$ cat src/rtl/fetch_unit_if.sv
// Instruction memory port between the fetch stage and imem.
// Request is held until ack; ack marks rdata valid.
interface fetch_unit_if #(
  parameter int ADDR_WIDTH = 32
);
  logic                  mem_req;
  logic [ADDR_WIDTH-1:0] mem_addr;
  logic                  mem_ack;
  logic [31:0]           mem_rdata;

  modport master (
    output mem_req,
    output mem_addr,
    input  mem_ack,
    input  mem_rdata
  );

  modport slave (
    input  mem_req,
    input  mem_addr,
    output mem_ack,
    output mem_rdata
  );
endinterface

$ cat src/rtl/fetch_unit.sv
// Fetch stage: PC, imem req/ack, output reg + 1-entry skid,
// MIPS single-delay-slot redirects from decode.
module fetch_unit #(
  parameter int                    ADDR_WIDTH = 32,
  parameter logic [ADDR_WIDTH-1:0] RESET_PC   = 32'hBFC0_0000
) (
  input  logic                  clk,
  input  logic                  rst,
  input  logic                  stall_i,
  input  logic                  branch_flag,
  input  logic [ADDR_WIDTH-1:0] branch_addr,
  fetch_unit_if.master          mem,
  output logic                  id_valid,
  output logic [ADDR_WIDTH-1:0] id_addr,
  output logic [31:0]           id_inst
);

  localparam logic [0:0] S_FETCH = 1'b0;
  localparam logic [0:0] S_HOLD  = 1'b1;

  logic [0:0]            state_q, state_d;
  logic                  req_q, req_d;
  logic [ADDR_WIDTH-1:0] pc_q, pc_d;
  logic [ADDR_WIDTH-1:0] rpc_q, rpc_d;
  logic                  pend_q, pend_d;
  logic                  ov_q, ov_d;
  logic [ADDR_WIDTH-1:0] oa_q, oa_d;
  logic [31:0]           oi_q, oi_d;
  logic                  sv_q, sv_d;
  logic [ADDR_WIDTH-1:0] sa_q, sa_d;
  logic [31:0]           si_q, si_d;

  logic                  consume;
  logic                  ack;
  logic                  take;
  logic [ADDR_WIDTH-1:0] pc_inc;

  assign mem.mem_req  = req_q;
  assign mem.mem_addr = pc_q;
  assign id_valid     = ov_q;
  assign id_addr      = oa_q;
  assign id_inst      = oi_q;

  assign consume = ov_q && !stall_i;
  assign ack     = req_q && mem.mem_ack;
  assign take    = consume && branch_flag && !pend_q;
  assign pc_inc  = pc_q + ADDR_WIDTH'(4);

  always_comb begin
    state_d = state_q;
    req_d   = req_q;
    pc_d    = pc_q;
    rpc_d   = rpc_q;
    pend_d  = pend_q;
    ov_d    = ov_q;
    oa_d    = oa_q;
    oi_d    = oi_q;
    sv_d    = sv_q;
    sa_d    = sa_q;
    si_d    = si_q;

    // Delay slot already in skid: nothing in flight, redirect now.
    // Otherwise the DS is the current fetch; defer unless it acks now.
    if (take) begin
      if (sv_q) begin
        pc_d = branch_addr;
      end else if (!ack) begin
        pend_d = 1'b1;
        rpc_d  = branch_addr;
      end
    end

    unique case (state_q)
      S_FETCH: begin
        if (ack) begin
          if (pend_q) begin
            pc_d   = rpc_q;
            pend_d = 1'b0;
          end else if (take) begin
            pc_d = branch_addr;
          end else begin
            pc_d = pc_inc;
          end
          if (!ov_q || consume) begin
            ov_d = 1'b1;
            oa_d = pc_q;
            oi_d = mem.mem_rdata;
          end else begin
            sv_d    = 1'b1;
            sa_d    = pc_q;
            si_d    = mem.mem_rdata;
            state_d = S_HOLD;
            req_d   = 1'b0;
          end
        end else begin
          req_d = 1'b1;
          if (consume) ov_d = 1'b0;
        end
      end
      S_HOLD: begin
        if (consume) begin
          oa_d    = sa_q;
          oi_d    = si_q;
          sv_d    = 1'b0;
          state_d = S_FETCH;
          req_d   = 1'b1;
        end
      end
      default: begin
        state_d = S_FETCH;
      end
    endcase
  end

  always_ff @(posedge clk) begin
    if (!rst) begin
      state_q <= S_FETCH;
      req_q   <= 1'b0;
      pc_q    <= RESET_PC;
      rpc_q   <= '0;
      pend_q  <= 1'b0;
      ov_q    <= 1'b0;
      oa_q    <= '0;
      oi_q    <= '0;
      sv_q    <= 1'b0;
      sa_q    <= '0;
      si_q    <= '0;
    end else begin
      state_q <= state_d;
      req_q   <= req_d;
      pc_q    <= pc_d;
      rpc_q   <= rpc_d;
      pend_q  <= pend_d;
      ov_q    <= ov_d;
      oa_q    <= oa_d;
      oi_q    <= oi_d;
      sv_q    <= sv_d;
      sa_q    <= sa_d;
      si_q    <= si_d;
    end
  end

endmodule

$ cat src/flat_wrapper.sv
// flat-port wrapper written by rule: the top's interface ports become plain ports
module fetch_unit_flat 
#(
  parameter int                    ADDR_WIDTH = 32,
  parameter logic [ADDR_WIDTH-1:0] RESET_PC   = 32'hBFC0_0000
)
  (clk, rst, stall_i, branch_flag, branch_addr, id_valid, id_addr, id_inst, mem_mem_req, mem_mem_addr, mem_mem_ack, mem_mem_rdata);
  fetch_unit_if #(.ADDR_WIDTH(ADDR_WIDTH)) mem_i ();
  input  logic clk;
  input  logic rst;
  input  logic stall_i;
  input  logic branch_flag;
  input  logic [ADDR_WIDTH-1:0] branch_addr;
  output logic id_valid;
  output logic [ADDR_WIDTH-1:0] id_addr;
  output logic [31:0] id_inst;
  output wire logic [$bits(mem_i.mem_req)-1:0] mem_mem_req;
  output wire logic [$bits(mem_i.mem_addr)-1:0] mem_mem_addr;
  input wire logic [$bits(mem_i.mem_ack)-1:0] mem_mem_ack;
  input wire logic [$bits(mem_i.mem_rdata)-1:0] mem_mem_rdata;
  assign mem_mem_req = mem_i.mem_req;
  assign mem_mem_addr = mem_i.mem_addr;
  assign mem_i.mem_ack = mem_mem_ack;
  assign mem_i.mem_rdata = mem_mem_rdata;
  fetch_unit #(.ADDR_WIDTH(ADDR_WIDTH), .RESET_PC(RESET_PC)) u_core (.clk(clk), .rst(rst), .stall_i(stall_i), .branch_flag(branch_flag), .branch_addr(branch_addr), .mem(mem_i), .id_valid(id_valid), .id_addr(id_addr), .id_inst(id_inst));
endmodule
$ cat config.mk
export PLATFORM = sky130hd
export DESIGN_NAME = fetch_unit_flat
export DESIGN_NICKNAME = d
export VERILOG_FILES = /design/src/rtl/fetch_unit_if.sv /design/src/rtl/fetch_unit.sv /design/src/flat_wrapper.sv
export SDC_FILE = /design/constraint.sdc
export NUM_CORES = 1
export LEC_CHECK = 0
export BUFFER_PORTS_ARGS = -buffer_cell sky130_fd_sc_hd__buf_2
export CAP_MARGIN = 30
export CORE_AREA = 2 2 188 116
export DETAILED_ROUTE_END_ITERATION = 10
export DIE_AREA = 0 0 190 118
export GPL_ROUTABILITY_DRIVEN = 0
export GPL_TIMING_DRIVEN = 0
export HOLD_SLACK_MARGIN = 0.12
export PLACE_DENSITY = 0.66
export SLEW_MARGIN = 20
export SYNTH_ARGS = -nofsm -noshare
export SYNTH_HDL_FRONTEND = slang
export SYNTH_SLANG_ARGS = --single-unit
$ cat constraint.sdc
create_clock -name clk -period 4.86 [get_ports clk]
set_input_delay 0.972 -clock clk [delete_from_list [all_inputs] [get_ports clk]]
set_output_delay 0.972 -clock clk [all_outputs]
set_load 0.005 [all_outputs]
==> results of run 1 <==
-- area by class of cell --
class,count,area (um^2)
Buffer,96,419
Timing Repair Buffer,166,831
Multi-Input combinational cell,779,4830
Clock buffer,21,450
Inverter,7,26.3
Sequential cell,197,3940
Clock inverter,11,174
Antenna cell,2,5.00
Tap cell,279,349
Fill cell,1987,9650
-- where the power goes --
part	switching (mW)	leakage [nW]	internal (mW)
combinational	0.227	2.82	0.174
sequential	0.0546	1.60	1.68
clock	0.653	0.294	0.879
total	0.935	4.72	2.73
-- how the worst max path moves through the flow --
stage | slack, ns | depth (start not counted) | startpoint | end
floorplan | 2.31 | 7 | stall_i | u_core.mem.mem_addr[5]
global placement | 1.73 | 7 | mem_mem_ack | u_core.id_addr[3]
detailed placement | 1.70 | 7 | mem_mem_ack | u_core.id_addr[7]
CTS | 2.16 | 7 | mem_mem_ack | u_core.id_addr[7]
global route | 1.95 | 7 | mem_mem_ack | u_core.id_inst[31]
finish | 2.10 | 7 | mem_mem_ack | u_core.id_addr[1]
-- synth_stat cells, drive strengths merged (2+ instances only) --
cell type | instances | share of area [%]
a21o | 3 | 0.24
a311o | 2 | 0.22
or4 | 2 | 0.20
nor4 | 6 | 0.41
buf | 23 | 1.3
and3b | 2 | 0.19
o221ai | 7 | 0.67
o21ai | 33 | 1.8
a32oi | 2 | 0.19
nand4 | 11 | 0.75
a22oi | 2 | 0.16
mux2i | 67 | 7.3
a31oi | 3 | 0.20
a21boi | 98 | 8.0
and4b | 2 | 0.22
o211ai | 7 | 0.57
inv | 7 | 0.29
dfxtp | 197 | 43
nor3 | 4 | 0.27
a21oi | 33 | 1.8
a221oi | 9 | 0.86
nand3b | 2 | 0.16
xor2 | 6 | 0.57
o211a | 65 | 7.1
o22ai | 2 | 0.14
nor4bb | 2 | 0.22
nand2 | 312 | 13
and2 | 4 | 0.29
or3 | 4 | 0.29
nor2 | 14 | 0.57
and4 | 4 | 0.43
mux2 | 11 | 1.3
o311a | 2 | 0.22
nand3 | 23 | 1.2
a211oi | 2 | 0.16
xnor2 | 15 | 1.4
clkbuf | 73 | 3.2
and3 | 10 | 0.69
-- worst register-to-register path, cell delays in order, from the launching register on --
cell,delay (ns)
dfxtp_1,0.31
buf_2,0.20
nand3b_1,0.38
a22oi_1,0.27
clkbuf_1,0.62
clkbuf_1,0.55
nand2_1,0.13
o211a_1,0.16
-- metal layers --
layer,vias to the layer above,global-route usage [%],share of wire (%)
li1,4142,-,-
met1,4098,39.9,49
met2,386,35.5,39
met3,46,8.68,10
met4,8,7.22,1.6
met5,-,0,0.15
-- per-stage QoR --
step | hold WS [ns] | cell area [um^2] | utilization [%]
final | 0.465 | 11000 | 53.3
after global routing | 0.481 | 11000 | 53.3
after CTS | 0.467 | 11000 | 53.3
after detailed placement | 0.456 | 10400 | 50.3
after global placement | 0.448 | 10400 | 50.3
after floorplan | 0.439 | 9220 | -
-- logic make-up (layout without fill, tap and decap cells) --
family,after synthesis,count (layout),share of synthesized area [%]
multiplexers,78,78,8.62
other,0,2,0
AO/OA/AOI/OAI,276,276,22.8
flip-flops,197,197,42.8
buffers and inverters,103,301,4.83
adder cells (fa/ha/maj),1,1,0.136
AND/OR/NAND/NOR,403,403,18.8
XOR/XNOR,21,21,2.00
-- sequential cells by signal, summed over array words and instances (netlist names), 32 cells and up --
name,count
u_core.id_addr,32
u_core.id_inst,32
u_core.mem.mem_addr,32
u_core.rpc_q,32
u_core.sa_q,32
u_core.si_q,32
==> results.ini, run 1 <==
[status]
outcome=complete, no violations

[cts]
cts_tree=yes
ctsResizeCount=0
cts_hold_buf=0
cts_made_buffers=17
cts_setup_buffers=0
htree_levels=4
clock_latency_ns=0.45
cts_buffer_depth=2
clock_sinks=197
root_buffer=clkbuf_16
clkTransAtPathRegs_ns=0.08

[floorplan]
die_y_um=118
row_count=41
die_area_um2=22400
die_w_um=190
coreArea_um2=20700
start_util_pct=44.6
io_pins=167

[setup_path]
worstPathArrival_ns=3.10
critPathKind=input pin to flop
cp_common_cell=clkbuf_1
critPathTopFamily=buffers and inverters
timing.rr.end=u_core.id_addr[1]
reg2regPathDepth=7
critPathBufInv=3
cp_max_fo=10
critPathSlowestCell=clkbuf_1
required_ns=5.20
cpPeakStageDelay_ns=0.62
startpoint_type=input pin
worstReg2RegStart=u_core.state_q
path_cells=buf_2 -> nand3b_1 -> a22oi_1 -> clkbuf_1 -> clkbuf_1 -> nand2_1 -> o211a_1
end_kind=flop
r2r_setup_slack_ns=2.15

[drt]
first_pass_iters=5
drcViolationCount=0
first_iter_violations=776
dr_total_vias=8680
ant_nets=0
vias_per_cell=5.57
detail_route.wl_per_cell_um=18.9
wl_mm=29.5

[grt]
grt_use_total_pct=26.5
grt-ovfl-total=0
grt_pass1_wl_mm=46.3
grt_pass1_vias=8081
grt_max_degree=17
antenna_found_initial=6

[sta]
fmax_mhz=362
tightest_slew_ns=0.903
timing.slew.headroom_pct=39.8
finClkSkew_ns=0.0107
min_period_over_period_pct=56.8
finalSetupViolations=0
setup_ws_ns=2.10
layout_min_cycle_time_ns=2.76
slew_viol_final=0
rsz0062_at_grt=false
hold_viol_final=0
setup-tns-final_ns=0

[synth]
seq_area_frac_synth_pct=42.8
ys_seq_elements=197
yosys_warnings=0
ys.flop_type=dfxtp_1
syn_area_per_cell_um2=8.54
ys_types=60
syn_area_um2=9220
syn_nets=1149
async_flop_share_pct=0
syn_inst=1079
synth_edf_count=0

[power]
powerDensity_nw_per_um2=332
p_total_mw=3.67
ir_worst_vdd_mv=0.254
leakage_nw=4.72

[finish]
drive_gt1_share_pct=18.5
layout_common_cells=nand2_1, dfxtp_1, buf_2
final_common_cell=nand2_1
fin_cells=1558
area_growth_syn_to_layout_pct=19.6
nets=1334

[hold_path]
hold_end=u_core.sa_q[25]
whs_path_depth=2
worstHoldStart=u_core.sa_q[25]
hp-class=flop to flop

[placed_design]
portBuffers=165
hpwl_mm=21.3
place_ws_ns=1.70
dp.cells=1523

[flow_run]
maxCapViolCount=0

(Power assumes the default switching activity.)
==> run 2, diff against run 1 <==
Settings changed: ABC_AREA set to 1, CORE_AREA 2 2 188 116 to 2 2 186 115, DIE_AREA 0 0 190 118 to 0 0 188 117.
Clock period 4.86 ns to 2.64 ns, I/O delays scaled along.
==> run 2 against run 1 <==
  * Critical path depth rose by 4
  * Worst setup slack got worse by 1.7 ns
  * Synthesized cell count rose by 21%
  * Flip-flop and latch count did not move
  * Routed wire length rose by 17%
  * Total power rose by 85%
  * Clock power rose by 86%
  * Critical path type is now flop to flop
  * Critical endpoint is now u_core.mem.mem_addr[14]
==> results.ini, run 2 <==
[grt]
antenna_found_initial=1  ; -5
grt_pass1_vias=8917  ; +10%
grt_pass1_wl_mm=51.9  ; +12%
grt-ovfl-total=0  ; unchanged
grt_max_degree=19  ; +2
grt_use_total_pct=31.1  ; +4.6 points

[sta]
finalSetupViolations=0  ; unchanged
rsz0062_at_grt=false
setup_ws_ns=0.362  ; -1.74 ns
finClkSkew_ns=0.0103  ; -0.000403 ns
slew_viol_final=0  ; unchanged
layout_min_cycle_time_ns=2.28
tightest_slew_ns=0.815  ; -0.0886 ns
setup-tns-final_ns=0  ; unchanged
min_period_over_period_pct=86.3
timing.slew.headroom_pct=45.7  ; +5.9 points
fmax_mhz=439
hold_viol_final=0  ; unchanged

[setup_path]
r2r_setup_slack_ns=0.36  ; -1.79 ns
worstPathArrival_ns=2.65  ; -0.45 ns
cp_max_fo=7  ; -3
startpoint_type=flop
timing.rr.end=u_core.mem.mem_addr[14]
required_ns=3.01  ; -2.19 ns
reg2regPathDepth=11  ; +4
worstReg2RegStart=u_core.mem.mem_addr[3]
critPathKind=flop to flop
end_kind=flop

[floorplan]
row_count=41  ; unchanged
die_area_um2=22000  ; -1.9%
coreArea_um2=20500  ; -0.99%
die_y_um=117  ; -0.85%
io_pins=167  ; unchanged
start_util_pct=44.1  ; -0.52 points
die_w_um=188  ; -1.1%

[status]
outcome=complete, no violations

[cts]
htree_levels=4  ; unchanged
cts_hold_buf=0  ; unchanged
cts_made_buffers=17  ; unchanged
cts_setup_buffers=0  ; unchanged
cts_tree=yes
ctsResizeCount=0  ; unchanged
clkTransAtPathRegs_ns=0.08  ; about the same
clock_sinks=197  ; unchanged
cts_buffer_depth=2  ; unchanged
root_buffer=clkbuf_16
clock_latency_ns=0.45  ; about the same

[drt]
vias_per_cell=5.67  ; +1.8%
wl_mm=34.6  ; +17%
routed-wl-met3_mm=4.51  ; +46%
detail_route.wl_per_cell_um=19.4  ; +2.4%
drt-met1-wl_mm=16.2  ; +13%
top_layer=met5
drcViolationCount=0  ; unchanged
ant_nets=0  ; unchanged
first_pass_iters=7  ; +2
dr_total_vias=10100  ; +16%
first_iter_violations=1509  ; +94%
met2RoutedLength_mm=13.3  ; +15%

[finish]
layout_common_cells=nand2_1, o21ai_0, dfxtp_1
nets=1560  ; +17%
final_common_cell=nand2_1
multi_input_area_um2=4340  ; -10%
area_growth_syn_to_layout_pct=20.0
drive_gt1_share_pct=17.0  ; -1.4 points
layout.area.seq_um2=3940  ; unchanged
num-fill-cells=2080  ; +4.7%
antennaDiodeCount=0  ; -2

[synth]
ys_types=34  ; -43%
syn_inst=1305  ; +21%
syn_nets=1375  ; +20%
syn_area_per_cell_um2=6.91  ; -19%
ys.flop_type=dfxtp_1
yosys-top-cells-count=nand2_1, o21ai_0, dfxtp_1, nor2_1, a21oi_1
synth_edf_count=0  ; unchanged
yosys_warnings=0  ; unchanged
syn_area_um2=9020  ; -2.2%
yosys.area.top_type_share_pct=43.7  ; +0.94 points
seq_area_frac_synth_pct=43.7  ; +0.94 points
synth_most_common_cell=nand2_1
synth.area.top_cells=dfxtp_1, nand2_1, o21ai_0
async_flop_share_pct=0  ; unchanged
ys_seq_elements=197  ; unchanged
yosysTopAreaCell=dfxtp_1

[placed_design]
portBuffers=166  ; +0.61%
hpwl_mm=25.7  ; +21%
place_ws_ns=0.142  ; -1.56 ns

[flow_run]
maxCapViolCount=0  ; unchanged

[hold_path]
whs_path_depth=3  ; +1
worstHoldStart=mem_mem_rdata[8]
hold_end=u_core.si_q[8]
hp-class=input pin to flop

[power]
leakage_nw=4.90  ; +3.9%
powerDensity_nw_per_um2=626  ; +88%
ir_worst_vdd_mv=0.464  ; +83%

run 2: where the power goes:
part	leakage [nW]	internal, mW	switching, mW
Clock	0.299	1.55	1.29
Combinational	3.00	0.261	0.459
Sequential	1.60	3.10	0.115
Total	4.90	4.91	1.87
run 2: how the worst max path moves through the flow:
stage                                 from                      end  slack (ns)  cells after the start
detailed placement                     rst          u_core.rpc_q[0]        0.14                      6
global placement                       rst   u_core.mem.mem_addr[2]        0.18                      6
floorplan           u_core.mem.mem_addr[3]  u_core.mem.mem_addr[14]        1.09                     11
CTS                 u_core.mem.mem_addr[3]  u_core.mem.mem_addr[26]        0.52                     12
global route        u_core.mem.mem_addr[3]  u_core.mem.mem_addr[26]        0.21                     12
finish              u_core.mem.mem_addr[3]  u_core.mem.mem_addr[14]        0.36                     11
run 2: cell type report:
type | instances | area share [%]
buffer | 86 | 3.58
clock buffer | 18 | 4.06
clock inverter | 14 | 1.74
inverter | 92 | 3.19
multi-input combinational | 930 | 40.1
sequential | 197 | 36.4
tap | 279 | 3.22
timing repair buffer | 166 | 7.67
run 2: metrics by stage:
step	std cells	instance area [um^2]	util, %	total power [mW]	hold slack, ns
6_report	1782	10800	52.9	6.78	0.320
5_1_grt	1782	10800	52.9	7.00	0.328
4_1_cts	1782	10800	52.9	6.76	0.311
3_5_place_dp	1750	10200	49.8	3.98	0.442
3_3_place_gp	1750	10200	49.8	3.97	0.439
2_1_floorplan	1305	9020	-	3.62	0.424
run 2: logic make-up (layout without fill, tap and decap cells):
| logic type | Yosys count | count (layout) | share of synthesized area (%) |
|---|---|---|---|
| flops | 197 | 197 | 43.7 |
| buf+inv | 178 | 376 | 8.13 |
| fa+ha+maj | 1 | 1 | 0.139 |
| compound gates | 414 | 414 | 24.7 |
| simple gates | 513 | 513 | 23.1 |
| xor+xnor | 2 | 2 | 0.194 |
run 2: metal layers:
metal  up-vias  track usage, %
li1       4714               -
met1      4727            47.8
met2       619            40.8
met3        48            9.75
met4         2            8.35
met5         -               0
run 2: worst max-delay path, stage by stage (launching register included):
cell     delay (ns)
dfxtp_1        0.58
ha_1           0.49
nand2_1        0.16
nor2_1         0.19
inv_1          0.13
nor2_1         0.20
nand2_1        0.07
nand2_1        0.06
nand2_1        0.04
nand2_1        0.09
nand2_1        0.05
a21oi_1        0.14
==> run 3, diff against run 2 <==
Settings changed: PLACE_DENSITY 0.66 to 0.69.
Clock period 2.64 ns to 2 ns, I/O delays scaled along.
==> run 3 against run 2 <==
  * Core utilization hardly changed
  * Die area stayed put
  * Register-to-register slack worse by 0.35 ns
  * Worst setup slack worse by 0.35 ns
  * Clock power is 21% higher
  * Non-clock buffer count is 1 higher
  * Total power is 28% higher
  * Fmax is 15% higher
  * Critical path type unchanged
==> results.ini, run 3 (synthesis results as in run 2) <==
[drt]
vias_per_cell=5.74  ; +1.1%
drcViolationCount=0  ; unchanged
dr_total_vias=10200  ; +1.2%
wl_mm=34.5  ; -0.30%
first_iter_violations=1559  ; +3.3%
ant_nets=0  ; unchanged
detail_route.wl_per_cell_um=19.3  ; -0.35%
first_pass_iters=6  ; -1

[sta]
fmax_mhz=503  ; +15%
finalSetupViolations=0  ; unchanged
setup_ws_ns=0.0120  ; -0.350 ns
fin_hold_ws_ns=0.180  ; -0.140 ns
layout_min_cycle_time_ns=1.99  ; -0.290 ns
rsz0062_at_grt=true
tightest_slew_ns=0.857  ; +0.0426 ns
hold_viol_final=0  ; unchanged
min_period_over_period_pct=99.4  ; +13 points
finClkSkew_ns=0.0146  ; +0.00434 ns
timing.slew.headroom_pct=42.9  ; -2.8 points
slew_viol_final=0  ; unchanged

[hold_path]
hp-class=input pin to flop

[setup_path]
required_ns=2.39  ; -0.62 ns
worstPathArrival_ns=2.38  ; -0.27 ns
critPathKind=flop to flop
cp_common_cell=nand2_1
cpPeakStageDelay_ns=0.67  ; +0.09 ns
cp_max_fo=10  ; +3
critPathBufInv=1  ; unchanged
path_cells=nand2_1 -> nor2_2 -> buf_1 -> a21oi_1 -> o21ai_0 -> o211ai_1 -> nand2_1
critPathSlowestCell=buf_1
startpoint_type=flop
end_kind=flop
critPathTopFamily=buffers and inverters

[grt]
grt_max_degree=18  ; -1
grt_pass1_wl_mm=51.9  ; +0.13%
grt.met1_usage_pct=46.3  ; -1.6 points
met2_usage_pct=42.6  ; +1.7 points
grt-ovfl-total=0  ; unchanged
grt_pass1_vias=9200  ; +3.2%
global_route.usage.met3_pct=9.51  ; -0.24 points
busiest_layer=met1
grt_use_total_pct=31.0  ; -0.14 points
antenna_found_initial=0  ; -1

[cts]
clock_latency_ns=0.46  ; about the same
root_buffer=clkbuf_16
clkTransAtPathRegs_ns=0.07  ; about the same
cts_buffer_depth=2  ; unchanged
cts_made_buffers=17  ; unchanged
htree_levels=4  ; unchanged
cts_tree=yes
clock_sinks=197  ; unchanged

[floorplan]
row_count=41  ; unchanged
start_util_pct=44.1  ; unchanged
io_pins=167  ; unchanged
die_area_um2=22000  ; unchanged
die_w_um=188  ; unchanged
coreArea_um2=20500  ; unchanged
die_y_um=117  ; unchanged

[placed_design]
hpwl_mm=25.4  ; -1.3%
place_ws_ns=-0.290  ; -0.431 ns
portBuffers=166  ; unchanged
place_area_um2=10200  ; unchanged
dp.cells=1750  ; unchanged

[finish]
fin_cells=1783  ; +0.056%
final_common_cell=nand2_1
drive_gt1_share_pct=18.3  ; +1.3 points
fin_area_um2=10800  ; about the same
layout_common_cells=nand2_1, o21ai_0, buf_2
nets=1561  ; +0.064%
antennaDiodeCount=0  ; unchanged
area_growth_syn_to_layout_pct=20.1  ; about the same

[power]
p_total_mw=8.65  ; +28%
ir_worst_vdd_mv=0.646  ; +39%
powerDensity_nw_per_um2=798  ; +27%
leakage_nw=4.91  ; +0.10%

[flow_run]
maxCapViolCount=0  ; unchanged

[status]
outcome=complete, no violations

## run 3: changes by cell type in the layout (fill, tap and decap cells not counted), moves of 4 or more
cell	delta
dfxtp_1	-9
clkbuf_4	+4
buf_2	-5
clkbuf_2	+9
clkbuf_1	-7
dfxtp_2	+8
## run 3: layout make-up
cell class	instances	area (um^2)
buffer	86	412
clock buffer	20	447
clock inverter	12	118
fill	2050	9630
inverter	92	345
multi-input combinational	930	4370
sequential	197	3960
tap	279	349
timing repair buffer	167	838
## run 3: metal layers
| layer | vias up | share of wire (%) |
|---|---|---|
| li1 | 4724 | - |
| met1 | 4785 | 45 |
| met2 | 673 | 39 |
| met3 | 50 | 14 |
| met4 | 0 | 1.5 |
| met5 | - | 0 |
## run 3: repair_timing
item / CTS / global route
hold buffers: 0 / 0
resized for setup: 3 / 36
setup buffers: 0 / 1
cloned: 0 / 0
endpoints found under the setup margin: 8 / 71
pin swaps: 0 / 1
## run 3: report_power, final
| group | switching, mW | internal, mW |
|---|---|---|
| Sequential | 0.153 | 4.10 |
| Combinational | 0.609 | 0.350 |
| Clock | 1.66 | 1.77 |
| Total | 2.43 | 6.22 |
## run 3: per-stage QoR
stage	util [%]	TNS, ns
after floorplan	-	0
after global placement	49.8	-7.64
after detailed placement	49.8	-8.46
after CTS	52.6	0
after global routing	52.9	-0.0156
final	52.9	0
## run 3: worst reg2reg max path: stages (launching register included)
cell	delay [ns]
dfxtp_1	0.44
nand2_1	0.12
nor2_2	0.17
buf_1	0.67
a21oi_1	0.19
o21ai_0	0.13
o211ai_1	0.11
nand2_1	0.10
## run 3: path summary, 6_finish.rpt
check	startpoint	to	slack, ns	cells after the start
worst max-delay path	u_core.id_valid	u_core.mem.mem_addr[8]	0.01	7
worst min-delay path	mem_mem_rdata[2]	u_core.si_q[2]	0.18	3
worst max register to register	u_core.id_valid	u_core.mem.mem_addr[8]	0.01	7
worst min register to register	u_core.rpc_q[15]	u_core.rpc_q[15]	0.45	2
